==> src/rtl/ser_to_par.sv <==
// Serial-to-parallel receiver: LSB-first word, trailing parity bit, then a
// single-cycle write strobe of the received word to a downstream register.
module ser_to_par #(
    parameter int unsigned numbits = 7,
    parameter int unsigned parodd  = 0
) (
    input  logic               CLOCK,
    input  logic               RESET,
    input  logic               SIN,
    input  logic               SVALID,
    input  logic               START,
    output logic [numbits:0]   DATA,
    output logic               EWR,
    output logic               BUSY,
    output logic               ERR
);

    localparam int unsigned CW = (numbits > 0) ? $clog2(numbits + 1) : 1;

    localparam logic [1:0] IDLE  = 2'd0;
    localparam logic [1:0] SHIFT = 2'd1;
    localparam logic [1:0] PAR   = 2'd2;
    localparam logic [1:0] LOAD  = 2'd3;

    logic [1:0]        state, state_nx;
    logic [CW-1:0]     cnt, cnt_nx;
    logic [numbits:0]  shreg, shreg_nx;
    logic [numbits:0]  data_nx;
    logic              ewr_nx, err_nx, busy_nx;
    logic              par_ok;

    // Parity of the collected word together with the received parity bit.
    assign par_ok = ((^shreg) ^ SIN) == 1'(parodd);

    // State and output registers.
    always_ff @(posedge CLOCK or posedge RESET) begin
        if (RESET) begin
            state <= IDLE;
            cnt   <= '0;
            shreg <= '0;
            DATA  <= '0;
            EWR   <= 1'b0;
            ERR   <= 1'b0;
            BUSY  <= 1'b0;
        end else begin
            state <= state_nx;
            cnt   <= cnt_nx;
            shreg <= shreg_nx;
            DATA  <= data_nx;
            EWR   <= ewr_nx;
            ERR   <= err_nx;
            BUSY  <= busy_nx;
        end
    end

    // Next-state and next-output decode.
    always_comb begin
        state_nx = state;
        cnt_nx   = cnt;
        shreg_nx = shreg;
        data_nx  = DATA;
        ewr_nx   = 1'b0;
        err_nx   = 1'b0;

        case (state)
            IDLE: begin
                if (START) begin
                    state_nx = SHIFT;
                    cnt_nx   = '0;
                end
            end
            SHIFT: begin
                if (START) begin
                    // Abort: restart the frame, report the lost one.
                    err_nx = 1'b1;
                    cnt_nx = '0;
                end else if (SVALID) begin
                    shreg_nx = {SIN, shreg[numbits:1]};
                    if (cnt == CW'(numbits)) begin
                        state_nx = PAR;
                        cnt_nx   = '0;
                    end else begin
                        cnt_nx = cnt + CW'(1);
                    end
                end
            end
            PAR: begin
                if (START) begin
                    err_nx   = 1'b1;
                    state_nx = SHIFT;
                    cnt_nx   = '0;
                end else if (SVALID) begin
                    if (par_ok) begin
                        state_nx = LOAD;
                        data_nx  = shreg;
                        ewr_nx   = 1'b1;
                    end else begin
                        state_nx = IDLE;
                        err_nx   = 1'b1;
                    end
                end
            end
            LOAD: begin
                cnt_nx   = '0;
                state_nx = START ? SHIFT : IDLE;
            end
            default: begin
                state_nx = IDLE;
                cnt_nx   = '0;
            end
        endcase

        busy_nx = (state_nx != IDLE);
    end

endmodule

==> config.mk <==
export PLATFORM = sky130hd
export DESIGN_NAME = ser_to_par
export DESIGN_NICKNAME = d
export VERILOG_FILES = /design/src/rtl/ser_to_par.sv
export SDC_FILE = /design/constraint.sdc
export NUM_CORES = 1
export LEC_CHECK = 0
export BUFFER_PORTS_ARGS = -buffer_cell sky130_fd_sc_hd__buf_2
export CORE_UTILIZATION = 40
export CTS_CLUSTER_DIAMETER = 30
export DETAILED_ROUTE_END_ITERATION = 8
export PLACE_DENSITY = 0.69
export SYNTH_ARGS = -nofsm -noshare
export SYNTH_HDL_FRONTEND = slang
export SYNTH_SLANG_ARGS = --single-unit
export TNS_END_PERCENT = 10
==> constraint.sdc <==
create_clock -name CLOCK -period 2.05 [get_ports CLOCK]
set_input_delay 0.205 -clock CLOCK [delete_from_list [all_inputs] [get_ports CLOCK]]
set_output_delay 0.205 -clock CLOCK [all_outputs]
set_load 0.01 [all_outputs]
==> impl_metrics.json <==
{
  "status": "finished, violations left",
  "violations": "design-rule violations",
  "internal_power_mw": 1.30,
  "die_area_sq_um": 3370,
  "synthXorXnorAreaFrac_pct": 8.37,
  "syn_inst": 100,
  "cp_max_fo": 9,
  "ios": 16,
  "diodes": 0,
  "synthesis.nets": 112,
  "grt_pass1_vias": 838,
  "cts_tree": "built",
  "cp-start-kind": "flip-flop",
  "slew_viol_final": 0,
  "cellLeakagePower_nw": 0.775,
  "first_pass_iters": 6,
  "route.vias.total": 837,
  "track_usage_pct": 14.4,
  "ys_top_cells_by_count": "dfrtp_1, mux2_2, nor2_1",
  "die_x_microns": 58.0,
  "yosys.area.top_type": "dfrtp_1",
  "cts_resized": 0,
  "hold_start": "SIN",
  "coreArea_sq_um": 2880,
  "p_per_area_nw_per_um2": 1320,
  "die_h_microns": 58.0,
  "clk_pin_slew_ns": 0.13,
  "ys_ff_latch": 24,
  "rr_worst_depth": 4,
  "arrival_ns": 2.15,
  "crit_start": "shreg[3]",
  "clock_latency_ns": 0.31,
  "relSlewSlack_pct": 75.6,
  "post_cts_buffers": 0,
  "wirelength_microns": 2020,
  "timing.rr.end": "DATA[4]",
  "nNetsFinal": 134,
  "ys.flop_type": "dfrtp_1",
  "grt_first_pass_wirelength_microns": 3720,
  "portBuffers": 15,
  "ys_types": 28,
  "p_switching_uw": 631,
  "min_path_type": "in -> reg",
  "place_congestion": 0.730,
  "synth-simple-area-share_pct": 8.86,
  "cp-end-kind": "flip-flop",
  "ys.warnings.count": 0,
  "synth_enable_flop_cells": 0,
  "p_sw_share_pct": 32.7,
  "syn_avg_cell_area_sq_um": 12.6,
  "synth_top_family_by_area": "multiplexers",
  "nFillCells": 267,
  "required_ns": 2.26,
  "syn_area_sq_um": 1260,
  "cts_sinks": 24,
  "synthTopCellsByArea": "dfrtp_1, mux2_2, ha_1, nor2_1, mux2i_1",
  "final-hold-violation-count": 0,
  "min_path_cells": 2,
  "cts_buffers": 3,
  "cts_buffer_depth": 2,
  "clk_root_buffer_cell": "clkbuf_4",
  "setup_viol": 0,
  "hold_end": "shreg[7]",
  "synth-compound-area-share_pct": 7.37,
  "dr.first_iter.drc_count": 31,
  "fmax_mhz": 517,
  "synthMuxAreaShare_pct": 18.5,
  "post-dp-hpwl_microns": 1500,
  "ant_nets": 0,
  "synth-adder-area-share_pct": 6.97,
  "antenna_found_initial": 0,
  "rsz0062_at_grt": "no",
  "grt-ovfl-total": 0,
  "min_period_ns": 1.93,
  "hold-worst-slack_ns": 0.180,
  "drv_cap": 0,
  "area_growth_pct": 16.3,
  "fin_crit_sh_pct": 94.4,
  "start_util_pct": 43.7,
  "ff_latch_area_sq_um": 601,
  "htree_num_levels": 1,
  "synth-seq-area-share_pct": 47.8,
  "reg2reg_slack_ns": 0.12,
  "worst_slew_pin_slew_ns": 0.358,
  "comb_power_share_pct": 47.8,
  "ys_async_sr_fraction_pct": 100,
  "post_drt_via_cell_ratio": 5.13,
  "rows": 19,
  "critPathKind": "reg -> reg",
  "yosysTopAreaCellShare_pct": 47.8,
  "drive_gt1_share_pct": 33.1,
  "grt_max_degree": 25,
  "clock_power_share_pct": 17.5,
  "pwr-share-seq_pct": 34.7,
  "skew_ns": 0.000996,
  "rr_startpoint": "shreg[3]",
  "tns_ns": 0,
  "multi_input_area_sq_um": 629,
  "drc": 4,
  "yosysMostFrequentCell": "dfrtp_1",
  "ir_worst_vdd_mv": 0.640,
  "wl_per_cell_microns": 12.4
}
-- final cells by class --
type / instances / area share, %
Clock inverter: 1 / 2.05
Clock buffer: 3 / 1.54
Tap cell: 42 / 3.60
Timing Repair Buffer: 19 / 7.36
Multi-Input combinational cell: 69 / 43.1
Inverter: 5 / 1.28
Sequential cell: 24 / 41.1
-- per-layer routing --
layer / track usage (%) / part of all wire, % / vias to the layer above
met5: 0 / 0 / -
li1: - / - / 401
met1: 18.1 / 45 / 411
met4: 3.06 / 0.84 / 0
met3: 4.02 / 4.4 / 4
met2: 24.6 / 49 / 21
-- worst max-delay path by stage --
| stage | cells past startpoint | slack, ns | end |
|---|---|---|---|
| after floorplan | 4 | 0.19 | DATA[0] |
| after global placement | 4 | 0.18 | DATA[5] |
| after detailed placement | 4 | 0.12 | DATA[4] |
| after CTS | 4 | 0.10 | DATA[4] |
| after global routing | 4 | 0.02 | DATA[7] |
| final | 4 | 0.12 | DATA[4] |
-- layout by cell type (no fill, tap or decap), drive strengths merged, types with 2 or more instances in the layout --
cell type,n
nand3,3
nand2,3
ha,7
mux2,16
inv,5
buf,18
mux2i,4
a22oi,4
xnor2,3
dfrtp,24
nor3,2
clkbuf,3
xnor3,2
nor2,9
nor2b,2
nand3b,2
o21ai,2
-- kinds of logic (layout without fill, tap and decap cells) --
logic type	Yosys count	count (layout)
adder cells (fa/ha/maj)	7	7
multiplexers	20	20
AO/OA/AOI/OAI	12	12
flip-flops	24	24
AND/OR/NAND/NOR	23	23
buffers and inverters	7	28
XOR/XNOR	7	7
-- worst max-delay path: stages, from the launching register on --
cell and delay [ns]:
dfrtp_1 0.45, xor2_1 0.18, xnor3_2 0.43, mux2i_4 0.40, mux2_2 0.38
-- flip-flops by register name, indices dropped and copies added, names as in the netlist --
register and flops:
DATA 8, state 2, cnt 3, shreg 8, EWR 1, ERR 1
BUSY 1
-- timing repair --
item,in CTS,in global routing
endpoints found under the setup margin,0,0
endpoints found under the hold margin,24,0
hold buffers,1,0
-- stage by stage --
stage | util, % | instances | setup slack (ns) | power (mW) | cell area [sq um]
after floorplan | - | 100 | 0.191 | 1.38 | 1260
after global placement | 48.6 | 158 | 0.176 | 1.59 | 1400
after detailed placement | 48.6 | 158 | 0.120 | 1.61 | 1400
after CTS | 50.8 | 163 | 0.102 | 1.95 | 1460
after global routing | 50.8 | 163 | 0.0178 | 2.06 | 1460
final | 50.8 | 163 | 0.115 | 1.93 | 1460
-- power groups by stage --
| stage | clock, mW | combinational [mW] | sequential [mW] |
|---|---|---|---|
| floorplan | 0 | 0.717 | 0.667 |
| global placement | 0 | 0.917 | 0.672 |
| detailed placement | 0 | 0.924 | 0.682 |
| CTS | 0.353 | 0.928 | 0.671 |
| global route | 0.370 | 0.998 | 0.687 |
| finish | 0.337 | 0.923 | 0.669 |
Power figures use the tool's default switching activity.
